$ cat config.mk
export PLATFORM = sky130hd
export DESIGN_NAME = lcd_bus_arbiter_flat
export DESIGN_NICKNAME = d
export VERILOG_FILES = /design/src/rtl/lcd_bus_arbiter_if.sv /design/src/rtl/lcd_bus_arbiter.sv /design/src/flat_wrapper.sv
export SDC_FILE = /design/constraint.sdc
export NUM_CORES = 1
export LEC_CHECK = 0
export ABC_AREA = 1
export BUFFER_PORTS_ARGS = -buffer_cell sky130_fd_sc_hd__buf_2
export CAP_MARGIN = 40
export CELL_PAD_IN_SITES_DETAIL_PLACEMENT = 1
export CELL_PAD_IN_SITES_GLOBAL_PLACEMENT = 2
export CORE_ASPECT_RATIO = 0.75
export CORE_MARGIN = 2
export CORE_UTILIZATION = 31
export DETAILED_ROUTE_END_ITERATION = 12
export PLACE_DENSITY_LB_ADDON = 0.1
export SLEW_MARGIN = 20
export SYNTH_ARGS = -nofsm -noshare
export SYNTH_HDL_FRONTEND = slang
export SYNTH_SLANG_ARGS = --single-unit
$ cat constraint.sdc
create_clock -name clk -period 2 [get_ports clk]
set_input_delay 0.1 -clock clk [delete_from_list [all_inputs] [get_ports clk]]
set_output_delay 0.1 -clock clk [all_outputs]
set_load 0.03 [all_outputs]
$ cat src/rtl/lcd_bus_arbiter_if.sv
// lcd_bus_arbiter_if: groups the two requester handshakes and the LCD pin
// bundle so the arbiter and its surroundings connect with a single port.
// The slave modport is the arbiter's view; the master modport is the view
// of whatever drives the requests and observes the pins.
interface lcd_bus_arbiter_if;
    logic       req0;
    logic       rs0;
    logic [7:0] data0;
    logic       ack0;
    logic       req1;
    logic       rs1;
    logic [7:0] data1;
    logic       ack1;
    logic       busy;
    logic       lcd_en;
    logic       lcd_rs;
    logic       lcd_rw;
    logic [7:0] lcd_db;
    logic       lcd_rst;

    modport slave (
        input  req0, rs0, data0, req1, rs1, data1,
        output ack0, ack1, busy, lcd_en, lcd_rs, lcd_rw, lcd_db, lcd_rst
    );

    modport master (
        output req0, rs0, data0, req1, rs1, data1,
        input  ack0, ack1, busy, lcd_en, lcd_rs, lcd_rw, lcd_db, lcd_rst
    );
endinterface

$ cat src/rtl/lcd_bus_arbiter.sv
// lcd_bus_arbiter: shares the 8-bit parallel LCD write bus between two
// requesters. Each grant captures one command/data byte, then the FSM walks
// through setup, enable pulse, hold and the controller execution delay
// before the bus is offered again. Ties are broken round-robin.
// Optional feature macro: LCD_HW_RESET_EN -- after rst_n releases, lcd_rst
// is held low for RST_CYC cycles (busy high, requests ignored) before IDLE.
module lcd_bus_arbiter #(
    parameter int SETUP_CYC = 4,
    parameter int PULSE_CYC = 16,
    parameter int HOLD_CYC  = 4,
    parameter int EXEC_CYC  = 2000,
    parameter int LONG_CYC  = 80000,
    parameter int RST_CYC   = 500000
) (
    input  logic             clk,
    input  logic             rst_n,
    lcd_bus_arbiter_if.slave bus
);

    // One shared down-counter must hold the largest (N-1) reload value.
    localparam int MAX_SP   = (SETUP_CYC > PULSE_CYC) ? SETUP_CYC : PULSE_CYC;
    localparam int MAX_HE   = (HOLD_CYC > EXEC_CYC) ? HOLD_CYC : EXEC_CYC;
    localparam int MAX_LR   = (LONG_CYC > RST_CYC) ? LONG_CYC : RST_CYC;
    localparam int MAX_SPHE = (MAX_SP > MAX_HE) ? MAX_SP : MAX_HE;
    localparam int MAX_CYC  = (MAX_SPHE > MAX_LR) ? MAX_SPHE : MAX_LR;
    localparam int CNT_W    = (MAX_CYC > 1) ? $clog2(MAX_CYC) : 1;

    localparam logic [CNT_W-1:0] SETUP_LOAD = CNT_W'(SETUP_CYC - 1);
    localparam logic [CNT_W-1:0] PULSE_LOAD = CNT_W'(PULSE_CYC - 1);
    localparam logic [CNT_W-1:0] HOLD_LOAD  = CNT_W'(HOLD_CYC - 1);
    localparam logic [CNT_W-1:0] EXEC_LOAD  = CNT_W'(EXEC_CYC - 1);
    localparam logic [CNT_W-1:0] LONG_LOAD  = CNT_W'(LONG_CYC - 1);
`ifdef LCD_HW_RESET_EN
    localparam logic [CNT_W-1:0] RST_LOAD   = CNT_W'(RST_CYC - 1);
`endif

    typedef enum logic [2:0] {
        ST_IDLE,
        ST_SETUP,
        ST_PULSE,
        ST_HOLD,
        ST_WAIT
`ifdef LCD_HW_RESET_EN
        ,
        ST_RESET
`endif
    } state_t;

    state_t           state_q, state_d;
    logic [CNT_W-1:0] cnt_q, cnt_d;
    logic             ack0_q, ack0_d;
    logic             ack1_q, ack1_d;
    logic             busy_q, busy_d;
    logic             lcdEn_q, lcdEn_d;
    logic             lcdRs_q, lcdRs_d;
    logic [7:0]       lcdDb_q, lcdDb_d;
    logic             lastGrant_q, lastGrant_d;
`ifdef LCD_HW_RESET_EN
    logic             lcdRst_q, lcdRst_d;
`endif

    logic cntZero;
    logic isLong;
    logic grant1;

    assign cntZero = (cnt_q == '0);

    // Clear and return-home commands need the long controller delay.
    assign isLong = !lcdRs_q &&
                    ((lcdDb_q == 8'h01) || (lcdDb_q == 8'h02) || (lcdDb_q == 8'h03));

    // Register all state and outputs; reset kills any strobe in progress.
    always_ff @(posedge clk or negedge rst_n) begin
        if (!rst_n) begin
`ifdef LCD_HW_RESET_EN
            state_q  <= ST_RESET;
            cnt_q    <= RST_LOAD;
            busy_q   <= 1'b1;
            lcdRst_q <= 1'b0;
`else
            state_q  <= ST_IDLE;
            cnt_q    <= '0;
            busy_q   <= 1'b0;
`endif
            ack0_q      <= 1'b0;
            ack1_q      <= 1'b0;
            lcdEn_q     <= 1'b0;
            lcdRs_q     <= 1'b0;
            lcdDb_q     <= 8'h00;
            lastGrant_q <= 1'b1;
        end else begin
            state_q     <= state_d;
            cnt_q       <= cnt_d;
            busy_q      <= busy_d;
            ack0_q      <= ack0_d;
            ack1_q      <= ack1_d;
            lcdEn_q     <= lcdEn_d;
            lcdRs_q     <= lcdRs_d;
            lcdDb_q     <= lcdDb_d;
            lastGrant_q <= lastGrant_d;
`ifdef LCD_HW_RESET_EN
            lcdRst_q    <= lcdRst_d;
`endif
        end
    end

    // Next-state, arbitration and next-output values for the strobe sequencer.
    always_comb begin
        state_d     = state_q;
        cnt_d       = cnt_q;
        busy_d      = busy_q;
        ack0_d      = 1'b0;
        ack1_d      = 1'b0;
        lcdEn_d     = lcdEn_q;
        lcdRs_d     = lcdRs_q;
        lcdDb_d     = lcdDb_q;
        lastGrant_d = lastGrant_q;
        grant1      = 1'b0;
`ifdef LCD_HW_RESET_EN
        lcdRst_d    = lcdRst_q;
`endif

        case (state_q)
            ST_IDLE: begin
                if (bus.req0 || bus.req1) begin
                    // Requester 1 wins if alone, or on a tie when 0 went last.
                    grant1      = bus.req1 && (!bus.req0 || !lastGrant_q);
                    lastGrant_d = grant1;
                    ack0_d      = !grant1;
                    ack1_d      = grant1;
                    lcdRs_d     = grant1 ? bus.rs1 : bus.rs0;
                    lcdDb_d     = grant1 ? bus.data1 : bus.data0;
                    busy_d      = 1'b1;
                    state_d     = ST_SETUP;
                    cnt_d       = SETUP_LOAD;
                end
            end

            ST_SETUP: begin
                if (cntZero) begin
                    state_d = ST_PULSE;
                    cnt_d   = PULSE_LOAD;
                    lcdEn_d = 1'b1;
                end else begin
                    cnt_d = cnt_q - 1'b1;
                end
            end

            ST_PULSE: begin
                if (cntZero) begin
                    state_d = ST_HOLD;
                    cnt_d   = HOLD_LOAD;
                    lcdEn_d = 1'b0;
                end else begin
                    cnt_d = cnt_q - 1'b1;
                end
            end

            ST_HOLD: begin
                if (cntZero) begin
                    state_d = ST_WAIT;
                    cnt_d   = isLong ? LONG_LOAD : EXEC_LOAD;
                end else begin
                    cnt_d = cnt_q - 1'b1;
                end
            end

            ST_WAIT: begin
                if (cntZero) begin
                    state_d = ST_IDLE;
                    cnt_d   = '0;
                    busy_d  = 1'b0;
                end else begin
                    cnt_d = cnt_q - 1'b1;
                end
            end

`ifdef LCD_HW_RESET_EN
            ST_RESET: begin
                if (cntZero) begin
                    state_d  = ST_IDLE;
                    cnt_d    = '0;
                    busy_d   = 1'b0;
                    lcdRst_d = 1'b1;
                end else begin
                    cnt_d = cnt_q - 1'b1;
                end
            end
`endif

            default: begin
                state_d = ST_IDLE;
                cnt_d   = '0;
                busy_d  = 1'b0;
                lcdEn_d = 1'b0;
            end
        endcase
    end

    assign bus.ack0   = ack0_q;
    assign bus.ack1   = ack1_q;
    assign bus.busy   = busy_q;
    assign bus.lcd_en = lcdEn_q;
    assign bus.lcd_rs = lcdRs_q;
    assign bus.lcd_db = lcdDb_q;
    assign bus.lcd_rw = 1'b0;
`ifdef LCD_HW_RESET_EN
    assign bus.lcd_rst = lcdRst_q;
`else
    assign bus.lcd_rst = 1'b1;
`endif

endmodule

$ cat src/flat_wrapper.sv
// flat-port wrapper written by rule: the top's interface ports become plain ports
module lcd_bus_arbiter_flat 
#(
    parameter int SETUP_CYC = 4,
    parameter int PULSE_CYC = 16,
    parameter int HOLD_CYC  = 4,
    parameter int EXEC_CYC  = 2000,
    parameter int LONG_CYC  = 80000,
    parameter int RST_CYC   = 500000
)
  (clk, rst_n, bus_req0, bus_rs0, bus_data0, bus_req1, bus_rs1, bus_data1, bus_ack0, bus_ack1, bus_busy, bus_lcd_en, bus_lcd_rs, bus_lcd_rw, bus_lcd_db, bus_lcd_rst);
  lcd_bus_arbiter_if bus_i ();
  input  logic clk;
  input  logic rst_n;
  input wire logic [$bits(bus_i.req0)-1:0] bus_req0;
  input wire logic [$bits(bus_i.rs0)-1:0] bus_rs0;
  input wire logic [$bits(bus_i.data0)-1:0] bus_data0;
  input wire logic [$bits(bus_i.req1)-1:0] bus_req1;
  input wire logic [$bits(bus_i.rs1)-1:0] bus_rs1;
  input wire logic [$bits(bus_i.data1)-1:0] bus_data1;
  output wire logic [$bits(bus_i.ack0)-1:0] bus_ack0;
  output wire logic [$bits(bus_i.ack1)-1:0] bus_ack1;
  output wire logic [$bits(bus_i.busy)-1:0] bus_busy;
  output wire logic [$bits(bus_i.lcd_en)-1:0] bus_lcd_en;
  output wire logic [$bits(bus_i.lcd_rs)-1:0] bus_lcd_rs;
  output wire logic [$bits(bus_i.lcd_rw)-1:0] bus_lcd_rw;
  output wire logic [$bits(bus_i.lcd_db)-1:0] bus_lcd_db;
  output wire logic [$bits(bus_i.lcd_rst)-1:0] bus_lcd_rst;
  assign bus_i.req0 = bus_req0;
  assign bus_i.rs0 = bus_rs0;
  assign bus_i.data0 = bus_data0;
  assign bus_i.req1 = bus_req1;
  assign bus_i.rs1 = bus_rs1;
  assign bus_i.data1 = bus_data1;
  assign bus_ack0 = bus_i.ack0;
  assign bus_ack1 = bus_i.ack1;
  assign bus_busy = bus_i.busy;
  assign bus_lcd_en = bus_i.lcd_en;
  assign bus_lcd_rs = bus_i.lcd_rs;
  assign bus_lcd_rw = bus_i.lcd_rw;
  assign bus_lcd_db = bus_i.lcd_db;
  assign bus_lcd_rst = bus_i.lcd_rst;
  lcd_bus_arbiter #(.SETUP_CYC(SETUP_CYC), .PULSE_CYC(PULSE_CYC), .HOLD_CYC(HOLD_CYC), .EXEC_CYC(EXEC_CYC), .LONG_CYC(LONG_CYC), .RST_CYC(RST_CYC)) u_core (.clk(clk), .rst_n(rst_n), .bus(bus_i));
endmodule
==> qor.txt <==
EDFF count, synth = 0
Total grt overflow = 0
DR WL/cell = 14.0 um
Nets = 376
Fillers = 903
Layout cells sized above 1 = 21.8%
CP endpoint kind = flip-flop
First DRT Iteration DRCs = 58
Dpl hpwl = 4980 um
Post-layout min period = 1.73 ns
Fin Clk Skew = 0.00478 ns
Post-Syn Nets = 332
CTS tree = yes
Antenna-violating nets left = 0
Antenna diodes = 0
Die Span X = 101 um
Vias in the first global route = 2135
Critical Path RT = 2.17 ns
GPL Wtd Cong = 0.748
CTS sink count = 36
Post-Syn Area per Cell = 7.16 um2
Routed WL = 6330 um
Vias per cell = 4.61
Crit Path Category = reg -> reg
Hold Vio Cnt, Final = 0
Crit path max fanout = 9
Clock latency on the worst-skew pair = 0.29 ns
Max-cap viol count = 0
Port bufs = 34
Yosys warning count = 0
Power density cells = 565 nW/um2
RSZ-0062 raised after global routing = no
Root Driver = clkbuf_8
Pin count of the biggest net entering global routing = 21
Drt pass-1 iters = 4
Leak Pwr = 1.28 nW
Clk slew on worst S/H paths = 0.08 ns
Synth Register Bits = 36
Main synth FF type = dfrtp_1
Arr. time, crit path = 1.90 ns
Starting Density = 32.1%
Final core utilization = 38.2%
Peak supply drop = 235 uV
Rows = 26
Post-Synthesis Cell Area = 2200 um2
H-tree depth = 2
Crit path launch = u_core.cnt_q[0]$_DFFE_PN0P_
Vias = 2078
Setup TNS = 0 ns
DRC = 0
Sequential fraction of the synthesis area = 40.9%
Final setup fails = 0
Global-route usage over all layers = 17.4%
Slew Limit Fails = 0
Worst reg2reg startpoint = u_core.cnt_q[0]$_DFFE_PN0P_
Hold Path Origin = bus_data0[0]
Boundary pin count = 37
Num CTS Buffers = 5
Pwr Total = 1.48 mW
Max Clk Rate = 578 MHz
First-pass GRT wire length = 10700 um
Core Area = 6860 um2
Number of distinct library cells after synthesis = 30
Psw = 375 uW
Antenna violations before repair = 0
HP Class = in -> reg
Net Sw Frac = 25.3%
Area growth, synth to finish = 19.1%
Fin crit share = 86.6%
Die height = 77.0 um
CP startpoint kind = flip-flop
Full die area = 7810 um2
Cells after Synth = 308
Clock power share = 39.5%
Status = completed
Seq pwr share = 51.2%
Internal power = 1.11 mW
Longest Clk Path Bufs = 2
Logic pwr share = 9.4%
Asr flop ratio synth = 100%
-- layout by cell type (no fill, tap or decap), types with 2 or more instances in the layout --
cell type	instances
inv_1	33
clkbuf_8	7
o22ai_1	6
nand2_1	101
nor2_2	6
nand3b_1	2
inv_2	4
nand2_2	8
nor2_1	33
conb_1	2
nor2_4	4
xor2_1	9
nand3_1	21
nor3_1	4
o211ai_1	3
dfrtp_1	35
buf_4	6
o21ai_1	6
ha_1	2
buf_2	34
o21ai_0	15
-- cells by family after synthesis --
logic type / count (synthesis) / synth area share, %
flip-flops: 36 / 40.9
buffers and inverters: 42 / 7.83
XOR/XNOR: 9 / 3.58
adder cells (fa/ha/maj): 2 / 1.13
AND/OR/NAND/NOR: 184 / 37.5
other: 2 / 0.341
AO/OA/AOI/OAI: 33 / 8.68
-- Yosys cell counts, types with 4 or more instances --
| cell type | n | area share [%] |
|---|---|---|
| dfrtp_1 | 35 | 40 |
| inv_1 | 33 | 5.6 |
| inv_2 | 4 | 0.68 |
| nand2_1 | 101 | 17 |
| nand2_2 | 8 | 2.3 |
| nand3_1 | 21 | 4.8 |
| nor2_1 | 33 | 5.6 |
| nor2_2 | 6 | 1.7 |
| nor2_4 | 4 | 2.0 |
| nor3_1 | 4 | 0.91 |
| o21ai_0 | 15 | 3.4 |
| o21ai_1 | 6 | 1.4 |
| o22ai_1 | 6 | 1.7 |
| xor2_1 | 9 | 3.6 |
-- routing by layer --
layer	global-route usage [%]	part of all wire [%]	vias to the layer above	wire length, um
li1	-	-	1048	-
met1	26.8	55	996	3460
met2	25.0	42	29	2650
met3	3.01	2.6	5	167
met4	4.19	0.73	0	46
met5	0	0	-	0
-- sequential cells by signal (all words and copies together) (netlist names) --
signal and count:
u_core.cnt_q 19, u_core.bus.lcd_db 8, u_core.bus.busy 1, u_core.bus.lcd_rs 1, u_core.lastGrant_q 1, u_core.bus.ack1 1, u_core.bus.ack0 1, u_core.state_q 3
u_core.bus.lcd_en 1
-- final timing paths --
check | endpoint | slack [ns] | cells after the start
max in group asynchronous | u_core.lastGrant_q$_DFFE_PN1P_ | 1.02 | 3
min reg2reg | u_core.bus.lcd_en$_DFFE_PN0P_ | 0.48 | 2
min | u_core.bus.lcd_db[0]$_DFFE_PN0P_ | 0.04 | 3
max | u_core.cnt_q[9]$_DFFE_PN0P_ | 0.27 | 11
min in group asynchronous | u_core.bus.lcd_db[3]$_DFFE_PN0P_ | 0.29 | 2
max reg2reg | u_core.cnt_q[9]$_DFFE_PN0P_ | 0.27 | 11
-- layout make-up --
class	instances	area [um2]	area share (%)
multi-input cells	230	1130	43.0
flip-flops and latches	36	902	34.4
well taps	98	123	4.67
clock buffers	8	100	3.81
inverters	38	145	5.53
repair buffers	41	225	8.58
-- what timing repair did --
action / CTS / global route
setup buffers: 0 / 2
hold buffers: 1 / 0
setup endpoints to repair: 0 / 2
resized for setup: 0 / 0
endpoints found under the hold margin: 16 / 0
-- power groups by stage --
stage / clock (mW) / combinational, mW / sequential, mW
final: 0.585 / 0.139 / 0.758
after floorplan: 0 / 0.0385 / 0.807
after CTS: 0.608 / 0.143 / 0.758
after global routing: 0.628 / 0.153 / 0.760
after global placement: 0 / 0.140 / 0.772
after detailed placement: 0 / 0.140 / 0.773
-- worst max-delay path: stages, from the launching register on --
cell and delay (ns):
dfrtp_1 0.40, inv_1 0.10, ha_1 0.19, inv_1 0.05, nor2_1 0.12, nand2_1 0.11, nor2_4 0.11, nand3_4 0.14
nand2_4 0.14, inv_4 0.08, nand3_1 0.10, nand3_1 0.08
-- metrics by stage --
stage / std cells / hold slack, ns / setup slack [ns] / instance area, um2
detailed placement: 440 / 0.0558 / 0.254 / 2500
global placement: 440 / 0.0546 / 0.327 / 2500
finish: 451 / 0.0358 / 0.269 / 2630
floorplan: 308 / -0.196 / 0.492 / 2200
CTS: 449 / 0.0294 / 0.244 / 2610
global route: 451 / 0.0374 / 0.00704 / 2630
(Power assumes the default switching activity.)
